==> src/rtl/lift_pkg.sv <==
`default_nettype none
// ============================================================================
// lift_pkg : shared state encoding and default sizes for the lift call scheduler
// Rev 1.0
// ============================================================================
package lift_pkg;

  localparam int DEF_NUM_FLOORS = 5;
  localparam int DEF_FLOOR_W    = 3;
  localparam int GROUND_FLOOR   = 0;

  typedef enum logic [1:0] {
    ST_IDLE   = 2'd0,
    ST_MOVE   = 2'd1,
    ST_ARRIVE = 2'd2,
    ST_DWELL  = 2'd3
  } state_e;

endpackage
`default_nettype wire

==> src/rtl/lift_call_scheduler_if.sv <==
`default_nettype none
// ============================================================================
// lift_call_scheduler_if : call/feedback inputs and command/status outputs
// Rev 1.0
// ============================================================================
interface lift_call_scheduler_if import lift_pkg::*; #(
  parameter int NUM_FLOORS = DEF_NUM_FLOORS,
  parameter int FLOOR_W    = DEF_FLOOR_W
) ();

  logic [NUM_FLOORS-1:0] call_req;
  logic [FLOOR_W-1:0]    current_floor;
  logic                  up_signal;
  logic                  down_signal;
  logic                  door_open;
  logic [NUM_FLOORS-1:0] pending;
  logic                  dir_up;
  logic                  busy;
  logic                  fault;

  modport master (
    output call_req, current_floor,
    input  up_signal, down_signal, door_open, pending, dir_up, busy, fault
  );

  modport slave (
    input  call_req, current_floor,
    output up_signal, down_signal, door_open, pending, dir_up, busy, fault
  );

endinterface
`default_nettype wire

==> src/rtl/lift_call_register.sv <==
`default_nettype none
// ============================================================================
// lift_call_register : pending-call bitmap with set/clear/absorb and
//                      above/below/here masks relative to the current floor
// Rev 1.0
// ============================================================================
module lift_call_register import lift_pkg::*; #(
  parameter int NUM_FLOORS = DEF_NUM_FLOORS,
  parameter int FLOOR_W    = DEF_FLOOR_W
) (
  input  wire logic                  clk,
  input  wire logic                  rst,
  input  wire logic [NUM_FLOORS-1:0] call_req_i,
  input  wire logic [FLOOR_W-1:0]    floor_i,
  input  wire logic                  clear_i,
  input  wire logic                  absorb_i,
  output logic      [NUM_FLOORS-1:0] pending_o,
  output logic      [NUM_FLOORS-1:0] above_o,
  output logic      [NUM_FLOORS-1:0] below_o,
  output logic                       here_o
);

  logic [NUM_FLOORS-1:0] pending_q;
  logic [NUM_FLOORS-1:0] pending_d;
  logic [NUM_FLOORS-1:0] floor_hit;
  logic [NUM_FLOORS-1:0] clear_mask;
  logic [NUM_FLOORS-1:0] block_mask;

  for (genvar i = 0; i < NUM_FLOORS; i++) begin : g_mask
    assign floor_hit[i] = (floor_i == FLOOR_W'(i));
    assign above_o[i]   = pending_q[i] && (FLOOR_W'(i) > floor_i);
    assign below_o[i]   = pending_q[i] && (FLOOR_W'(i) < floor_i);
  end

  // A clear beats a same-edge call; during dwell the current floor never re-arms.
  always_comb begin
    clear_mask = clear_i ? floor_hit : '0;
    block_mask = (clear_i || absorb_i) ? floor_hit : '0;
    pending_d  = (pending_q & ~clear_mask) | (call_req_i & ~block_mask);
  end

  always_ff @(posedge clk) begin
    if (rst) begin
      pending_q <= '0;
    end else begin
      pending_q <= pending_d;
    end
  end

  assign pending_o = pending_q;
  assign here_o    = |(pending_q & floor_hit);

endmodule
`default_nettype wire

==> src/rtl/lift_call_scheduler.sv <==
`default_nettype none
// ============================================================================
// lift_call_scheduler : collective-control call scheduler issuing single-step
//                       up/down commands to the lift, with dwell and homing
// Rev 1.0
// ============================================================================
module lift_call_scheduler import lift_pkg::*; #(
  parameter int NUM_FLOORS   = DEF_NUM_FLOORS,
  parameter int FLOOR_W      = DEF_FLOOR_W,
  parameter int DWELL_CYCLES = 3,
  parameter int IDLE_TIMEOUT = 5
) (
  input wire logic             clk,
  input wire logic             rst,
  lift_call_scheduler_if.slave bus
);

  localparam int DWELL_W = (DWELL_CYCLES > 1) ? $clog2(DWELL_CYCLES) : 1;
  localparam int IDLE_W  = $clog2(IDLE_TIMEOUT + 1);

  state_e              state_q;
  logic                dir_up_q;
  logic                homing_q;
  logic                fault_q;
  logic                up_q;
  logic                down_q;
  logic                door_q;
  logic                busy_q;
  logic [FLOOR_W-1:0]  expected_q;
  logic [DWELL_W-1:0]  dwell_cnt_q;
  logic [IDLE_W-1:0]   idle_cnt_q;

  logic [FLOOR_W-1:0]    floor;
  logic [NUM_FLOORS-1:0] pending;
  logic [NUM_FLOORS-1:0] above;
  logic [NUM_FLOORS-1:0] below;
  logic                  here;
  logic                  serve;
  logic                  absorb;
  logic [FLOOR_W-1:0]    up_tgt;
  logic [FLOOR_W-1:0]    dn_tgt;
  logic                  pick_up;
  logic                  resume_go;
  logic                  resume_dir;
  logic [IDLE_W-1:0]     idle_next;

  assign floor = bus.current_floor;

  lift_call_register #(
    .NUM_FLOORS (NUM_FLOORS),
    .FLOOR_W    (FLOOR_W)
  ) u_calls (
    .clk        (clk),
    .rst        (rst),
    .call_req_i (bus.call_req),
    .floor_i    (floor),
    .clear_i    (serve),
    .absorb_i   (absorb),
    .pending_o  (pending),
    .above_o    (above),
    .below_o    (below),
    .here_o     (here)
  );

  assign serve  = here && (((state_q == ST_IDLE) && !fault_q) ||
                           ((state_q == ST_ARRIVE) && (floor == expected_q)));
  assign absorb = (state_q == ST_DWELL);

  // Nearest call in each direction; an equal distance resolves upward.
  always_comb begin
    up_tgt = '0;
    dn_tgt = '0;
    for (int i = NUM_FLOORS - 1; i >= 0; i--) begin
      if (above[i]) up_tgt = FLOOR_W'(i);
    end
    for (int i = 0; i < NUM_FLOORS; i++) begin
      if (below[i]) dn_tgt = FLOOR_W'(i);
    end
    pick_up    = (|above) && (!(|below) || ((up_tgt - floor) <= (floor - dn_tgt)));
    resume_go  = (|above) || (|below);
    resume_dir = dir_up_q ? (|above) : !(|below);
    idle_next  = (idle_cnt_q == IDLE_W'(IDLE_TIMEOUT)) ? idle_cnt_q : idle_cnt_q + 1'b1;
  end

  always_ff @(posedge clk) begin
    if (rst) begin
      state_q     <= ST_IDLE;
      dir_up_q    <= 1'b1;
      homing_q    <= 1'b0;
      fault_q     <= 1'b0;
      up_q        <= 1'b0;
      down_q      <= 1'b0;
      door_q      <= 1'b0;
      busy_q      <= 1'b0;
      expected_q  <= '0;
      dwell_cnt_q <= '0;
      idle_cnt_q  <= '0;
    end else begin
      up_q   <= 1'b0;
      down_q <= 1'b0;
      unique case (state_q)
        ST_IDLE: begin
          if (fault_q) begin
            idle_cnt_q <= '0;
          end else if (here) begin
            state_q     <= ST_DWELL;
            door_q      <= 1'b1;
            busy_q      <= 1'b1;
            dwell_cnt_q <= '0;
            idle_cnt_q  <= '0;
          end else if ((|above) || (|below)) begin
            state_q    <= ST_MOVE;
            busy_q     <= 1'b1;
            dir_up_q   <= pick_up;
            up_q       <= pick_up;
            down_q     <= !pick_up;
            idle_cnt_q <= '0;
          end else if ((idle_next == IDLE_W'(IDLE_TIMEOUT)) &&
                       (floor != FLOOR_W'(GROUND_FLOOR))) begin
            state_q    <= ST_MOVE;
            busy_q     <= 1'b1;
            homing_q   <= 1'b1;
            dir_up_q   <= 1'b0;
            down_q     <= 1'b1;
            idle_cnt_q <= '0;
          end else begin
            idle_cnt_q <= idle_next;
          end
        end
        ST_MOVE: begin
          expected_q <= dir_up_q ? floor + 1'b1 : floor - 1'b1;
          state_q    <= ST_ARRIVE;
        end
        ST_ARRIVE: begin
          if (floor != expected_q) begin
            fault_q <= 1'b1;
            state_q <= ST_IDLE;
            busy_q  <= 1'b0;
          end else if (here) begin
            homing_q    <= 1'b0;
            state_q     <= ST_DWELL;
            door_q      <= 1'b1;
            dwell_cnt_q <= '0;
          end else if (homing_q && !(|pending)) begin
            if (floor != FLOOR_W'(GROUND_FLOOR)) begin
              state_q  <= ST_MOVE;
              dir_up_q <= 1'b0;
              down_q   <= 1'b1;
            end else begin
              homing_q <= 1'b0;
              state_q  <= ST_IDLE;
              busy_q   <= 1'b0;
            end
          end else begin
            homing_q <= 1'b0;
            if (resume_go) begin
              state_q  <= ST_MOVE;
              dir_up_q <= resume_dir;
              up_q     <= resume_dir;
              down_q   <= !resume_dir;
            end else begin
              state_q <= ST_IDLE;
              busy_q  <= 1'b0;
            end
          end
        end
        ST_DWELL: begin
          if (dwell_cnt_q == DWELL_W'(DWELL_CYCLES - 1)) begin
            door_q <= 1'b0;
            if (resume_go) begin
              state_q  <= ST_MOVE;
              dir_up_q <= resume_dir;
              up_q     <= resume_dir;
              down_q   <= !resume_dir;
            end else begin
              state_q <= ST_IDLE;
              busy_q  <= 1'b0;
            end
          end else begin
            dwell_cnt_q <= dwell_cnt_q + 1'b1;
          end
        end
        default: state_q <= ST_IDLE;
      endcase
    end
  end

  assign bus.up_signal   = up_q;
  assign bus.down_signal = down_q;
  assign bus.door_open   = door_q;
  assign bus.pending     = pending;
  assign bus.dir_up      = dir_up_q;
  assign bus.busy        = busy_q;
  assign bus.fault       = fault_q;

endmodule
`default_nettype wire

==> src/flat_wrapper.sv <==
// flat-port wrapper written by rule: the top's interface ports become plain ports
module lift_call_scheduler_flat import lift_pkg::*;
#(
  parameter int NUM_FLOORS   = DEF_NUM_FLOORS,
  parameter int FLOOR_W      = DEF_FLOOR_W,
  parameter int DWELL_CYCLES = 3,
  parameter int IDLE_TIMEOUT = 5
)
  (clk, rst, bus_call_req, bus_current_floor, bus_up_signal, bus_down_signal, bus_door_open, bus_pending, bus_dir_up, bus_busy, bus_fault);
  lift_call_scheduler_if #(.NUM_FLOORS(NUM_FLOORS), .FLOOR_W(FLOOR_W)) bus_i ();
  input wire logic clk;
  input wire logic rst;
  input wire logic [$bits(bus_i.call_req)-1:0] bus_call_req;
  input wire logic [$bits(bus_i.current_floor)-1:0] bus_current_floor;
  output wire logic [$bits(bus_i.up_signal)-1:0] bus_up_signal;
  output wire logic [$bits(bus_i.down_signal)-1:0] bus_down_signal;
  output wire logic [$bits(bus_i.door_open)-1:0] bus_door_open;
  output wire logic [$bits(bus_i.pending)-1:0] bus_pending;
  output wire logic [$bits(bus_i.dir_up)-1:0] bus_dir_up;
  output wire logic [$bits(bus_i.busy)-1:0] bus_busy;
  output wire logic [$bits(bus_i.fault)-1:0] bus_fault;
  assign bus_i.call_req = bus_call_req;
  assign bus_i.current_floor = bus_current_floor;
  assign bus_up_signal = bus_i.up_signal;
  assign bus_down_signal = bus_i.down_signal;
  assign bus_door_open = bus_i.door_open;
  assign bus_pending = bus_i.pending;
  assign bus_dir_up = bus_i.dir_up;
  assign bus_busy = bus_i.busy;
  assign bus_fault = bus_i.fault;
  lift_call_scheduler #(.NUM_FLOORS(NUM_FLOORS), .FLOOR_W(FLOOR_W), .DWELL_CYCLES(DWELL_CYCLES), .IDLE_TIMEOUT(IDLE_TIMEOUT)) u_core (.clk(clk), .rst(rst), .bus(bus_i));
endmodule
==> config.mk <==
export PLATFORM = sky130hd
export DESIGN_NAME = lift_call_scheduler_flat
export DESIGN_NICKNAME = d
export VERILOG_FILES = /design/src/rtl/lift_pkg.sv /design/src/rtl/lift_call_scheduler_if.sv /design/src/rtl/lift_call_register.sv /design/src/rtl/lift_call_scheduler.sv /design/src/flat_wrapper.sv
export SDC_FILE = /design/constraint.sdc
export NUM_CORES = 1
export LEC_CHECK = 0
export BUFFER_PORTS_ARGS = -buffer_cell sky130_fd_sc_hd__clkbuf_2
export CORE_MARGIN = 5
export CORE_UTILIZATION = 58
export CTS_CLUSTER_SIZE = 25
export DETAILED_ROUTE_END_ITERATION = 6
export PLACE_DENSITY = 0.79
export SKIP_LAST_GASP = 1
export SYNTH_ARGS = -nofsm -noshare
export SYNTH_HDL_FRONTEND = slang
export SYNTH_SLANG_ARGS = --single-unit
==> constraint.sdc <==
create_clock -name clk -period 4.3 [get_ports clk]
set_input_delay 0.215 -clock clk [delete_from_list [all_inputs] [get_ports clk]]
set_output_delay 0.215 -clock clk [all_outputs]
set_load 0.05 [all_outputs]
==> reports/metrics.cfg <==
[run_status]
status=finished clean

[grt]
grtUsageTotal=0.2085
grt_overflow_total=0
grt_pass1_wl_um=7334
antenna_found_initial=0
grt_max_degree=26
grt_pass1_vias=1543

[place]
place_congestion=0.8691
dp_hpwl_um=3097
portBuffers=20
placed_area_um2=1943
post-place-cells=285

[die]
start_util=0.6066
rows=20
die_h_um=66.51
die_x_um=66.51
io_pins=21
coreArea_um2=3053
fp.dieArea_um2=4423

[critical_path]
r2r_start=u_core.u_calls.pending_o[2]
crit_path_start_kind=input pin
cp.required_ns=4.54
endpoint_kind=flop
cp_max_fo=15
crit_start=bus_current_floor[1]
critPathKind=in -> reg
worstPathArrival_ns=3.75

[timing]
final.setup.tns_ns=0
worst_pin_slew_ns=1.004
finalCritPeriodShare=0.8158
fin_crit_ns=3.508
drv_slew=0
setup_viol=0
max_freq_ghz=0.2851
skew_ns=0.01094
finalHoldViolations=0
worst_slew_margin_rel=0.3309
rsz0062_at_grt=false

[clocking]
post_cts_buffers=0
clock_sinks=22
cts_tree=yes
insertion_delay_ns=0.31
path_clk_slew_ns=0.13
root_buffer=clkbuf_4
htreeDepth=1
clock_path_buffers=2
hold_buffers=0
ctsResizeCount=0
numCtsBuffers=3

[route]
wire_per_inst_um=14.49
routed-via-count=1745
routed_via_density=6.038
ant_nets=0
drt-total-wl_um=4188
dr.pass1.iters=4
drt_iter0_markers=119
drc_errors=0

[finish]
layout_commonest_cell=nor2_1
area_delta_synth_final_pct=6.892
final_cell_mix=27 x nor2_1, 22 x dfxtp_1, 20 x clkbuf_2
diodes=0
layout-drive-gt1-share=0.1469
design_area_um2=1979
nets=271
instances_no_fill=289

[yosys]
synth_area_per_cell_um2=7.948
synth_area_um2=1852
yosysWarnings=0
ys_ff_latch=22
syn_nets=258
synth_cells=233
ys.flop_type=dfxtp_1
ys_seq_area_frac=0.2378
synth-edff-count=0
async_flop_share=0
yosysUniqueCellTypes=58

[pwr]
total_power_mw=0.9990
p_leak_nw=0.8298
ir_drop_uv=281.0
power_density_nw_per_um2=504.7

[min_path]
hp-class=in -> reg
hp-start=bus_call_req[1]

[job]
maxCapViolations=0

[worst paths after layout]
check / endpoint / slack, ns / cells past startpoint
hold reg to reg: u_core.dwell_cnt_q[0] / 0.48 / 2
setup / recovery: u_core.bus.down_signal / 0.79 / 15
hold / removal: u_core.u_calls.pending_o[1] / 0.11 / 2
setup reg to reg: u_core.bus.down_signal / 1.00 / 16
[where the power goes]
part / leakage (nW) / switching (mW) / internal [mW] / total (mW)
Clock: 0.0210 / 0.0642 / 0.0517 / 0.116
Combinational: 0.628 / 0.339 / 0.204 / 0.544
Sequential: 0.181 / 0.0846 / 0.255 / 0.339
Total: 0.830 / 0.488 / 0.511 / 0.999
[cell families (layout without fill, tap and decap cells)]
family,count (synthesis),count (layout),synth area share
mux,5,5,0.02703
flops,22,22,0.2378
compound gates,77,77,0.2933
simple gates,80,80,0.2318
fa+ha+maj,15,15,0.1095
xor+xnor,8,8,0.03784
buf+inv,26,38,0.06284
[metrics by stage]
| stage | setup slack (ns) | hold WS (ns) | util |
|---|---|---|---|
| finish | 0.7921 | 0.1086 | 0.6484 |
| global route | 0.5555 | 0.1064 | 0.6484 |
| CTS | 0.8146 | 0.1005 | 0.6484 |
| detailed placement | 0.4770 | 0.4291 | 0.6365 |
| global placement | 0.5844 | 0.4269 | 0.6365 |
| floorplan | 0.9485 | 0.3254 | - |
[cells in the mapped netlist (3+ instances only)]
master,count,area share
o211ai_1,4,0.016
inv_1,14,0.028
buf_2,3,0.0081
nand2b_1,4,0.014
nand2_1,19,0.039
ha_1,13,0.088
a31oi_1,6,0.020
a41oi_1,3,0.014
clkbuf_1,7,0.014
o22ai_1,3,0.010
o21ai_1,3,0.0081
xor2_1,5,0.024
a21oi_1,15,0.041
mux2i_1,5,0.027
nand3_1,4,0.011
nor2b_1,4,0.014
o21ai_0,10,0.027
a21o_1,5,0.020
nor2_1,27,0.055
a211oi_1,7,0.028
dfxtp_1,22,0.24
xnor2_1,3,0.014
[sequential cells by signal, indices dropped and copies added (netlist names), 2 cells and up]
signal,cells
u_core.state_q,2
u_core.dwell_cnt_q,2
u_core.expected_q,3
u_core.idle_cnt_q,3
u_core.u_calls.pending_o,5
[critical path, cell delays in order]
cell,delay [ns]
clkbuf_2,0.28
inv_1,0.23
ha_1,0.32
nand2b_1,0.22
a2111o_1,0.49
and2b_1,0.19
fa_1,0.40
xor2_1,0.16
xnor2_1,0.16
ha_1,0.30
o21ai_0,0.08
a32oi_1,0.15
a21boi_1,0.11
or2_1,0.23
a211oi_1,0.19
[layer usage]
metal,vias up,GRT usage,wire [um]
met5,-,0,0
li1,878,-,-
met1,822,0.3037,2023
met4,0,0.03299,19
met2,43,0.3209,1963
met3,2,0.04216,182
[cell type report]
| type | count | area [um^2] |
|---|---|---|
| clock buffer | 4 | 36.28 |
| sequential | 22 | 440.4 |
| fill | 287 | 1074 |
| inverter | 14 | 52.55 |
| multi-input combinational | 185 | 1295 |
| timing repair buffer | 20 | 100.1 |
| tap | 44 | 55.05 |
No activity file was read; power rests on OpenSTA's default activity.
